--- config.mk ---
export PLATFORM = sky130hd
export DESIGN_NAME = mem_access_ctrl_flat
export DESIGN_NICKNAME = d
export VERILOG_FILES = /design/src/rtl/mem_access_ctrl_if.sv /design/src/rtl/mem_access_ctrl.sv /design/src/flat_wrapper.sv
export SDC_FILE = /design/constraint.sdc
export NUM_CORES = 1
export LEC_CHECK = 0
export BUFFER_PORTS_ARGS = -buffer_cell sky130_fd_sc_hd__buf_2
export CELL_PAD_IN_SITES_DETAIL_PLACEMENT = 0
export CELL_PAD_IN_SITES_GLOBAL_PLACEMENT = 2
export CORE_UTILIZATION = 33
export CTS_CLUSTER_SIZE = 28
export DETAILED_ROUTE_END_ITERATION = 10
export PLACE_DENSITY_LB_ADDON = 0.08
export SYNTH_ARGS = -nofsm -noshare
export SYNTH_HDL_FRONTEND = slang
export SYNTH_SLANG_ARGS = --single-unit
--- constraint.sdc ---
create_clock -name clk -period 3.5 [get_ports clk]
set_input_delay 0.175 -clock clk [delete_from_list [all_inputs] [get_ports clk]]
set_output_delay 0.175 -clock clk [all_outputs]
set_load 0.03 [all_outputs]
--- src/rtl/mem_access_ctrl_if.sv ---
// Data-memory bus between the load/store sequencer (master) and memory (slave).
// One req/ack beat per word; mem_rdata is valid with mem_ack.
interface mem_access_ctrl_if;
  logic        mem_req;
  logic        mem_we;
  logic [31:0] mem_addr;
  logic [3:0]  mem_be;
  logic [31:0] mem_wdata;
  logic [31:0] mem_rdata;
  logic        mem_ack;

  modport master (
    output mem_req, mem_we, mem_addr, mem_be, mem_wdata,
    input  mem_rdata, mem_ack
  );

  modport slave (
    input  mem_req, mem_we, mem_addr, mem_be, mem_wdata,
    output mem_rdata, mem_ack
  );
endinterface

--- src/rtl/mem_access_ctrl.sv ---
// Load/store sequencer: captures a core access, runs one (or two, when split) req/ack bus beats
// and returns extended load data. Define MISALIGN_SPLIT_EN to split misaligned half/word accesses.
module mem_access_ctrl #(
  parameter int TIMEOUT_CYC = 16
) (
  input  logic        clk,
  input  logic        rst_n,
  input  logic        start,
  input  logic        rw,
  input  logic [1:0]  whb,
  input  logic        su,
  input  logic [31:0] addr,
  input  logic [31:0] wdata,
  output logic [31:0] rdata,
  output logic        busy,
  output logic        done,
  output logic        err,
  mem_access_ctrl_if.master bus
);
`ifdef MISALIGN_SPLIT_EN
  typedef enum logic [1:0] {IDLE = 2'd0, ACC0 = 2'd1, ACC1 = 2'd2, RESP = 2'd3} state_t;
`else
  typedef enum logic [1:0] {IDLE = 2'd0, ACC0 = 2'd1, RESP = 2'd3} state_t;
`endif

  localparam logic [7:0] TO_LAST = 8'(TIMEOUT_CYC - 1);

  state_t      state, state_d;
  logic [7:0]  cnt;
  logic        rw_q, su_q, err_q;
  logic [1:0]  whb_q;
  logic [31:0] addr_q, wdata_q, lo_q;

  logic [1:0]  off;
  logic [3:0]  mask;
  logic [7:0]  be_cat;
  logic [63:0] wd_cat, rd_cat;
  logic [31:0] rd_sh, ld_val;
  logic        hi_beat, bad_in, req;
  logic        take, ld_lo, fin, fail, cnt_clr, cnt_inc;

  // Reject illegal size, and misalignment that cannot be split, before any bus cycle
  always_comb begin
    bad_in = (whb == 2'b11);
`ifndef MISALIGN_SPLIT_EN
    if (whb == 2'b01 && addr[0])            bad_in = 1'b1;
    if (whb == 2'b10 && addr[1:0] != 2'b00) bad_in = 1'b1;
`endif
  end

  assign off = addr_q[1:0];

  always_comb begin
    case (whb_q)
      2'b00:   mask = 4'b0001;
      2'b01:   mask = 4'b0011;
      default: mask = 4'b1111;
    endcase
  end

  // Lane placement over an 8-byte window: low half is the first word, high half the second
  assign be_cat = {4'b0000, mask} << off;
  assign wd_cat = {32'h0, wdata_q} << {off, 3'b000};

`ifdef MISALIGN_SPLIT_EN
  logic split;
  assign split   = |be_cat[7:4];
  assign hi_beat = (state == ACC1);
`else
  assign hi_beat = 1'b0;
`endif

  assign rd_cat = hi_beat ? {bus.mem_rdata, lo_q} : {32'h0, bus.mem_rdata};
  assign rd_sh  = 32'(rd_cat >> {off, 3'b000});

  always_comb begin
    case (whb_q)
      2'b00:   ld_val = {{24{su_q & rd_sh[7]}},  rd_sh[7:0]};
      2'b01:   ld_val = {{16{su_q & rd_sh[15]}}, rd_sh[15:0]};
      default: ld_val = rd_sh;
    endcase
  end

  always_ff @(posedge clk or negedge rst_n) begin
    if (!rst_n) state <= IDLE;
    else        state <= state_d;
  end

  always_comb begin
    state_d = state;
    req     = 1'b0;
    take    = 1'b0;
    ld_lo   = 1'b0;
    fin     = 1'b0;
    fail    = 1'b0;
    cnt_clr = 1'b0;
    cnt_inc = 1'b0;
    case (state)
      IDLE: if (start) begin
        take = 1'b1;
        if (bad_in) begin
          state_d = RESP;
          fail    = 1'b1;
        end else begin
          state_d = ACC0;
          cnt_clr = 1'b1;
        end
      end
      ACC0: begin
        req = 1'b1;
        // ack is checked before the timeout so a last-cycle ack still completes cleanly
        if (bus.mem_ack) begin
`ifdef MISALIGN_SPLIT_EN
          if (split) begin
            state_d = ACC1;
            ld_lo   = 1'b1;
            cnt_clr = 1'b1;
          end else begin
            state_d = RESP;
            fin     = 1'b1;
          end
`else
          state_d = RESP;
          fin     = 1'b1;
`endif
        end else if (cnt == TO_LAST) begin
          state_d = RESP;
          fail    = 1'b1;
        end else begin
          cnt_inc = 1'b1;
        end
      end
`ifdef MISALIGN_SPLIT_EN
      ACC1: begin
        req = 1'b1;
        if (bus.mem_ack) begin
          state_d = RESP;
          fin     = 1'b1;
        end else if (cnt == TO_LAST) begin
          state_d = RESP;
          fail    = 1'b1;
        end else begin
          cnt_inc = 1'b1;
        end
      end
`endif
      RESP:    state_d = IDLE;
      default: state_d = IDLE;
    endcase
  end

  always_ff @(posedge clk or negedge rst_n) begin
    if (!rst_n) begin
      rw_q    <= 1'b0;
      su_q    <= 1'b0;
      whb_q   <= 2'b00;
      addr_q  <= 32'h0;
      wdata_q <= 32'h0;
      lo_q    <= 32'h0;
      cnt     <= 8'h0;
      err_q   <= 1'b0;
      rdata   <= 32'h0;
    end else begin
      if (take) begin
        rw_q    <= rw;
        su_q    <= su;
        whb_q   <= whb;
        addr_q  <= addr;
        wdata_q <= wdata;
      end
      if (cnt_clr)      cnt <= 8'h0;
      else if (cnt_inc) cnt <= cnt + 8'h1;
      if (ld_lo) lo_q <= bus.mem_rdata;
      if (fail) begin
        err_q <= 1'b1;
        rdata <= 32'h0;
      end else if (fin) begin
        err_q <= 1'b0;
        if (rw_q) rdata <= ld_val;
      end
    end
  end

  assign busy = (state != IDLE);
  assign done = (state == RESP);
  assign err  = done & err_q;

  // Bus fields come from captured registers, so they hold steady for the whole beat
  assign bus.mem_req   = req;
  assign bus.mem_we    = req & ~rw_q;
  assign bus.mem_addr  = req ? ({addr_q[31:2], 2'b00} + (hi_beat ? 32'd4 : 32'd0)) : 32'h0;
  assign bus.mem_be    = req ? (hi_beat ? be_cat[7:4] : be_cat[3:0]) : 4'h0;
  assign bus.mem_wdata = req ? (hi_beat ? wd_cat[63:32] : wd_cat[31:0]) : 32'h0;

endmodule

--- src/flat_wrapper.sv ---
// flat-port wrapper written by rule: the top's interface ports become plain ports
module mem_access_ctrl_flat 
#(
  parameter int TIMEOUT_CYC = 16
)
  (clk, rst_n, start, rw, whb, su, addr, wdata, rdata, busy, done, err, bus_mem_req, bus_mem_we, bus_mem_addr, bus_mem_be, bus_mem_wdata, bus_mem_rdata, bus_mem_ack);
  mem_access_ctrl_if bus_i ();
  input  logic clk;
  input  logic rst_n;
  input  logic start;
  input  logic rw;
  input  logic [1:0] whb;
  input  logic su;
  input  logic [31:0] addr;
  input  logic [31:0] wdata;
  output logic [31:0] rdata;
  output logic busy;
  output logic done;
  output logic err;
  output wire logic [$bits(bus_i.mem_req)-1:0] bus_mem_req;
  output wire logic [$bits(bus_i.mem_we)-1:0] bus_mem_we;
  output wire logic [$bits(bus_i.mem_addr)-1:0] bus_mem_addr;
  output wire logic [$bits(bus_i.mem_be)-1:0] bus_mem_be;
  output wire logic [$bits(bus_i.mem_wdata)-1:0] bus_mem_wdata;
  input wire logic [$bits(bus_i.mem_rdata)-1:0] bus_mem_rdata;
  input wire logic [$bits(bus_i.mem_ack)-1:0] bus_mem_ack;
  assign bus_mem_req = bus_i.mem_req;
  assign bus_mem_we = bus_i.mem_we;
  assign bus_mem_addr = bus_i.mem_addr;
  assign bus_mem_be = bus_i.mem_be;
  assign bus_mem_wdata = bus_i.mem_wdata;
  assign bus_i.mem_rdata = bus_mem_rdata;
  assign bus_i.mem_ack = bus_mem_ack;
  mem_access_ctrl #(.TIMEOUT_CYC(TIMEOUT_CYC)) u_core (.clk(clk), .rst_n(rst_n), .start(start), .rw(rw), .whb(whb), .su(su), .addr(addr), .wdata(wdata), .rdata(rdata), .busy(busy), .done(done), .err(err), .bus(bus_i));
endmodule
==> results of run 1 <==
[sequential cells by signal (all words and copies together) (netlist names)]
signal,count
u_core.err_q,1
u_core.wdata_q,32
u_core.rw_q,1
u_core.rdata,32
u_core.state,2
u_core.whb_q,2
u_core.su_q,1
u_core.addr_q,32
u_core.cnt,8
[stage by stage]
step	instances	total power, uW	setup WS (ps)
after global routing	931	8020	578
after detailed placement	913	6540	961
after global placement	913	6480	1010
final	931	7500	772
after CTS	930	7600	579
after floorplan	516	5380	1300
[cell families after synthesis]
logic type / share of synthesized area
simple gates: 0.145
mux: 0.213
flops: 0.485
compound gates: 0.111
buf+inv: 0.0343
xor+xnor: 0.00765
fa+ha+maj: 0.00219
other cells: 0.000655
[power breakdown]
group	internal [uW]	switching, uW
registers	1890	537
logic	1560	2480
clock network	558	478
total	4010	3500
[worst paths after layout]
kind                                                   start                             end  slack [ps]  cells past startpoint
worst min register to register  u_core.rdata[18]$_DFFE_PN0P_    u_core.rdata[18]$_DFFE_PN0P_         480                      1
worst min-delay path                               wdata[17]  u_core.wdata_q[17]$_DFFE_PN0P_          50                      2
worst max register to register  u_core.addr_q[0]$_DFFE_PN0P_    u_core.rdata[20]$_DFFE_PN0P_        1160                      6
worst max-delay path            u_core.addr_q[1]$_DFFE_PN0P_                bus_mem_wdata[1]         770                      5
max in group asynchronous                              rst_n  u_core.wdata_q[18]$_DFFE_PN0P_        2260                      3
min in group asynchronous                              rst_n       u_core.cnt[3]$_DFFE_PN0P_         440                      2
[per-layer routing]
metal,vias to the layer above,wire length (um),track usage
met3,13,1190,0.0563
met1,2226,6990,0.233
met4,2,186,0.0587
met5,-,9,0
met2,128,7740,0.309
li1,2214,-,-
[cell type report]
cell class	instances	area (um2)	share of cell area
Clock buffer	11	233	0.0321
Clock inverter	5	57.6	0.00794
Inverter	3	11.3	0.00155
Multi-Input combinational cell	363	2750	0.380
Sequential cell	111	2780	0.384
Tap cell	220	275	0.0380
Timing Repair Buffer	218	1140	0.157
[worst max-delay path, cell delays in order, from the launching register on]
cell and delay [ps]:
dfrtp_2 840, buf_4 360, nand2b_1 430, nor2_2 190, and2_1 210, buf_2 170
[repair_timing]
item | 4_1_cts | 5_1_grt
endpoints found under the hold margin | 57 | 0
setup buffers | 0 | 0
hold buffers | 1 | 0
setup endpoints to repair | 0 | 0
[Yosys cell counts, drive strengths merged, types with 3 or more instances]
| cell | count |
|---|---|
| mux2 | 78 |
| clkbuf | 17 |
| mux2i | 32 |
| nor3 | 11 |
| o21ai | 3 |
| nand2b | 4 |
| inv | 3 |
| nor2 | 56 |
| xnor2 | 4 |
| nand2 | 20 |
| nor2b | 9 |
| a21oi | 25 |
| dfrtp | 111 |
| a211oi | 21 |
| buf | 22 |
| o211ai | 7 |
| or2 | 3 |
| and2 | 40 |
| a221o | 8 |
| a211o | 8 |
| o2bb2ai | 7 |
==> results.txt, run 1 <==
----------------------------------------------------
[Placement]
  Estimated wirelength of the detail-placed design ... 11.8 mm
  Area after DPL ... 6940 um2
  Port Buf Inserts ... 206
  Placer's final routability congestion estimate ... 0.756

[Min path]
  Worst hold-check path type ... in -> reg

[Final layout]
  Count of nets after finishing ... 811
  Post-route design area ... 7250 um2
  Share of cells above drive strength 1 ... 0.459
  Leading cell type in the layout, fill and taps excluded ... buf_2
  Commonest cells after routing, fill and taps aside ... buf_2 (205), dfrtp_1 (109), mux2_2 (78)
  Fill cell total of the finished layout ... 1676
  Core occupancy in the finished layout ... 0.432
  Number of diodes added for antenna fixing ... 0
  Area growth, synth to finish ... 26.7%

[GRT]
  Pin count of the biggest net entering global routing ... 59
  Number of global-route vias before repair ... 4736
  Antenna violations before repair ... 1
  First-pass GRT wire length ... 25.7 mm
  Total global routing overflow ... 0
  All-layer global routing usage ... 0.187

[Yosys]
  Share of the synthesized area in the top cell type ... 0.485
  Gate count of the mapped netlist ... 515
  Dominant cells by area after synthesis ... dfrtp_1 (49%), mux2_2 (15%), mux2i_1 (5.6%)
  Post-synthesis instance area ... 5720 um2
  Most used flip-flop cell after synthesis ... dfrtp_1
  Sequential area share after synthesis ... 0.485
  Number of synthesized register bits ... 111
  Ys async rst share ... 1.00
  Number of enable flip-flop cells after synthesis ... 0
  Most area-hungry cell type in the Yosys netlist ... dfrtp_1
  Netlist cell types ... 46
  Yosys Warn Count ... 0
  Average instance area after synthesis ... 11.1 um2

[Detailed routing]
  Initial detailed-routing violation count ... 157
  Post-route antenna net violation count ... 0
  Detail-routed net length per standard cell ... 17.3 um
  Detailed-route wire length ... 16.1 mm
  DR pass1 iterations ... 4
  Number of vias per cell after detailed routing ... 4.92
  Vias ... 4583
  DRC violation count after routing ... 0

[CTS]
  Maximum level of the CTS H-tree ... 3
  Number of clock buffers inserted by TritonCTS ... 9
  Clock slew seen by the registers of the worst setup and hold paths ... 70 ps
  Skew-Pair Late Insertion Delay ... 350 ps
  CTS tree ... done
  Clock root buffer ... clkbuf_16
  Resize count post-CTS ... 0
  Sink count of the clock tree ... 111
  Buffers from clock root to sink, at most ... 2

[Worst setup path]
  Nature of the critical path endpoint ... output pin
  Highest net fanout along the worst path ... 33
  Required time at the endpoint of the critical path ... 3320 ps
  Crit path DAT ... 2550 ps
  CP Class ... reg -> out
  Type of origin of the critical path ... register

[Timing]
  Actual transition at the worst max-transition pin ... 834 ps
  Setup repair after global routing missed its margin ... no
  Setup tns final ... 0 ps
  Post-layout minimum cycle time ... 2730 ps
  Max Transition Viols Final ... 0
  Smallest hold slack ... 48.1 ps
  Setup clock skew after layout ... 6.55 ps
  Total of endpoints with negative setup slack in the final report ... 0
  Final worst path period share ... 0.779
  Number of hold violations in the final report ... 0
  Max Freq ... 367 MHz
  Worst slew margin relative to its limit ... 0.443

[Die]
  Initial standard-cell utilization of the core ... 0.341
  Horizontal die dimension ... 134 um
  Core Box Area ... 16800 um2
  Number of top-level pins ... 209
  Die Footprint ... 17900 um2
  Number of cell rows ... 47
  Overall die height ... 134 um

[Run]
  Maxcap violations ... 0

[Power]
  Areal power density over the cells ... 1040 nW/um2
  Leakage power ... 0.00361 uW
  Largest vdd supply drop ... 497 uV

[Outcome]
  Status ... complete, no violations

----------------------------------------------------
Power figures use the tool's default switching activity.
==> run 2: changes to the inputs <==
--- a/config.mk
+++ b/config.mk
@@ -5,10 +5,11 @@
 export SDC_FILE = /design/constraint.sdc
 export NUM_CORES = 1
 export LEC_CHECK = 0
+export ABC_AREA = 1
 export BUFFER_PORTS_ARGS = -buffer_cell sky130_fd_sc_hd__buf_2
 export CELL_PAD_IN_SITES_DETAIL_PLACEMENT = 0
 export CELL_PAD_IN_SITES_GLOBAL_PLACEMENT = 2
-export CORE_UTILIZATION = 33
+export CORE_UTILIZATION = 27
 export CTS_CLUSTER_SIZE = 28
 export DETAILED_ROUTE_END_ITERATION = 10
 export PLACE_DENSITY_LB_ADDON = 0.08
==> constraint.sdc (replaced) <==
create_clock -name clk -period 2.6 [get_ports clk]
set_input_delay 0.13 -clock clk [delete_from_list [all_inputs] [get_ports clk]]
set_output_delay 0.13 -clock clk [all_outputs]
set_load 0.03 [all_outputs]
==> run 2 against run 1 <==
Against the previous run: critical path depth is 1 lower; synthesized area is 5.6% higher; global-route usage is 0.058 points higher; sequential cell count stayed put; die area is 29% higher; largest cell class unchanged; largest power group unchanged; routed wire length is 32% higher; sequential power is 21% higher; total power is 41% higher.
==> results.txt, run 2 <==
----------------------------------------------------
[Outcome]
  Status ... complete, no violations

[Detailed routing]
  DRC violation count after routing ... 0
  Initial detailed-routing violation count ... 207
  Detail-routed net length per standard cell ... 15.5 um
  Number of vias per cell after detailed routing ... 4.59
  Detailed-route wire length ... 21.3 mm
  Post-route antenna net violation count ... 0
  Vias ... 6326
  DR pass1 iterations ... 7

[Yosys]
  Average instance area after synthesis ... 7.15 um2
  Synth Area in Adders ... 0.00207
  Number of synthesized register bits ... 111
  Portion of netlist area occupied by mux cells ... 0
  Most repeated cell in the gate-level netlist after synthesis ... nand2_1
  Synth Area in Compound Gates ... 0.0922
  Gate count of the mapped netlist ... 845
  Number of enable flip-flop cells after synthesis ... 0
  Sequential area share after synthesis ... 0.460
  Netlist cell types ... 29
  Share of the synthesized area in the top cell type ... 0.460
  Ys async rst share ... 1.00
  Most used flip-flop cell after synthesis ... dfrtp_1
  Most area-hungry cell type in the Yosys netlist ... dfrtp_1
  Post-synthesis instance area ... 6040 um2
  Xor and xnor area share after synthesis ... 0
  Yosys Warn Count ... 0
  Simple-gate portion of the synthesized area ... 0.354
  Dominant combinational cell family by area after synthesis ... simple AND/OR/NAND/NOR gates
  Ranking of synthesized cells by instance count ... nand2_1 (298), dfrtp_1 (111), nor2_1 (110)
  Dominant cells by area after synthesis ... dfrtp_1 (46%), nand2_1 (19%), nor2_1 (6.8%)

[Min path]
  Worst hold-check path type ... in -> reg

[Timing]
  Final worst path period share ... 0.892
  Setup clock skew after layout ... 8.23 ps
  Total of endpoints with negative setup slack in the final report ... 0
  Setup WS post-layout ... 280 ps
  Setup repair after global routing missed its margin ... no
  Number of hold violations in the final report ... 0
  Max Transition Viols Final ... 0
  Worst slew margin relative to its limit ... 0.566
  Setup tns final ... 0 ps
  Post-layout minimum cycle time ... 2320 ps
  Max Freq ... 431 MHz
  Actual transition at the worst max-transition pin ... 650 ps

[Final layout]
  Fill cell total of the finished layout ... 2484
  Registers with the most flip-flops ... u_core.addr_q (32), u_core.rdata (32), u_core.wdata_q (32)
  Share of cells above drive strength 1 ... 0.236
  Count of nets after finishing ... 1196
  Final std cells w/o fill ... 1378
  Commonest cells after routing, fill and taps aside ... nand2_1 (297), buf_2 (205), nor2_1 (110), dfrtp_1 (110), nand3_1 (67)
  Leading cell type in the layout, fill and taps excluded ... nand2_1
  Area growth, synth to finish ... 36.7%

[Die]
  Horizontal die dimension ... 152 um
  Die Footprint ... 23000 um2
  Number of cell rows ... 54
  Overall die height ... 152 um
  Number of top-level pins ... 209
  Core Box Area ... 21900 um2
  Initial standard-cell utilization of the core ... 0.276

[Worst setup path]
  Type of origin of the critical path ... register
  Crit path DAT ... 2190 ps
  Highest net fanout along the worst path ... 27
  Required time at the endpoint of the critical path ... 2470 ps
  Nature of the critical path endpoint ... output pin
  CP Class ... reg -> out

[Placement]
  Placer's final routability congestion estimate ... 0.774
  Estimated wirelength of the detail-placed design ... 15.2 mm
  Number of placed instances, taps included ... 1295
  Post-placement setup slack ... 492 ps
  Port Buf Inserts ... 206

[GRT]
  Pin count of the biggest net entering global routing ... 61
  First-pass GRT wire length ... 32.6 mm
  Number of global-route vias before repair ... 6008
  All-layer global routing usage ... 0.187
  Total global routing overflow ... 0
  Antenna violations before repair ... 5

[CTS]
  Number of clock buffers inserted by TritonCTS ... 9
  Clock root buffer ... clkbuf_16
  Post-CTS setup buffer count ... 0
  CTS tree ... done
  Maximum level of the CTS H-tree ... 3
  Sink count of the clock tree ... 111
  Buffers from clock root to sink, at most ... 2
  Skew-Pair Late Insertion Delay ... 360 ps
  Clock slew seen by the registers of the worst setup and hold paths ... 70 ps

[Power]
  Leakage power ... 0.00445 uW
  Areal power density over the cells ... 1280 nW/um2
  Largest vdd supply drop ... 502 uV

[Run]
  Maxcap violations ... 0

----------------------------------------------------
==> run 2: final cells by class <==
type | count | area, um2 | area share
Timing Repair Buffer | 287 | 1830 | 0.221
Clock buffer | 9 | 225 | 0.0273
Antenna cell | 2 | 5.00 | 0.000606
Multi-Input combinational cell | 612 | 2720 | 0.329
Sequential cell | 111 | 2780 | 0.336
Clock inverter | 7 | 87.6 | 0.0106
Inverter | 70 | 265 | 0.0321
Tap cell | 280 | 350 | 0.0424
==> run 2: worst max-delay path: stages (launching register included) <==
cell and delay [ps]:
dfrtp_2 430, inv_2 370, nand3_1 500, o32ai_1 280
buf_2 260
==> run 2: final timing paths <==
kind | slack (ps) | startpoint | endpoint | cells past startpoint
setup / recovery | 280 | u_core.addr_q[0]$_DFFE_PN0P_ | bus_mem_wdata[18] | 4
hold / removal | 20 | whb[0] | u_core.whb_q[0]$_DFFE_PN0P_ | 3
setup reg to reg | 620 | u_core.state[0]$_DFFE_PN0P_ | u_core.state[1]$_DFFE_PN0P_ | 7
hold reg to reg | 480 | u_core.wdata_q[28]$_DFFE_PN0P_ | u_core.wdata_q[28]$_DFFE_PN0P_ | 2
max in group asynchronous | 1560 | rst_n | u_core.cnt[4]$_DFFE_PN0P_ | 3
min in group asynchronous | 340 | rst_n | u_core.wdata_q[4]$_DFFE_PN0P_ | 2
==> run 2: timing repair <==
item | CTS | global route
endpoints found under the setup margin | 0 | 9
hold endpoints to repair | 105 | 0
gates resized for setup | 0 | 1
hold buffers | 65 | 0
==> run 2: stage by stage <==
stage	utilization	hold WS, ps	power [uW]	cell area, um2
3_3_place_gp	0.333	191	9150	7290
5_1_grt	0.377	10.1	11500	8250
3_5_place_dp	0.333	192	9120	7290
6_report	0.377	15.6	10600	8260
4_1_cts	0.377	3.31	10700	8250
2_1_floorplan	-	-166	7290	6050
==> run 2: power breakdown <==
part	switching (uW)	internal (uW)	leakage, uW	total (uW)
registers	425	2500	0.00140	2920
clock network	728	772	0.000154	1500
logic	4380	1760	0.00290	6140
total	5530	5040	0.00445	10600
==> run 2: routing by layer <==
metal  wire, um  share of wire  global-route usage
met3       1230          0.058              0.0470
met5         37         0.0017                   0
met1       9740           0.46               0.244
met4        153         0.0072              0.0386
met2      10100           0.48               0.313
==> run 2: cell families (layout without fill, tap and decap cells) <==
logic type / count (synthesis) / after routing
compound gates: 98 / 98
fa+ha+maj: 1 / 1
buf+inv: 123 / 373
flops: 111 / 111
other cells: 1 / 4
simple gates: 511 / 511
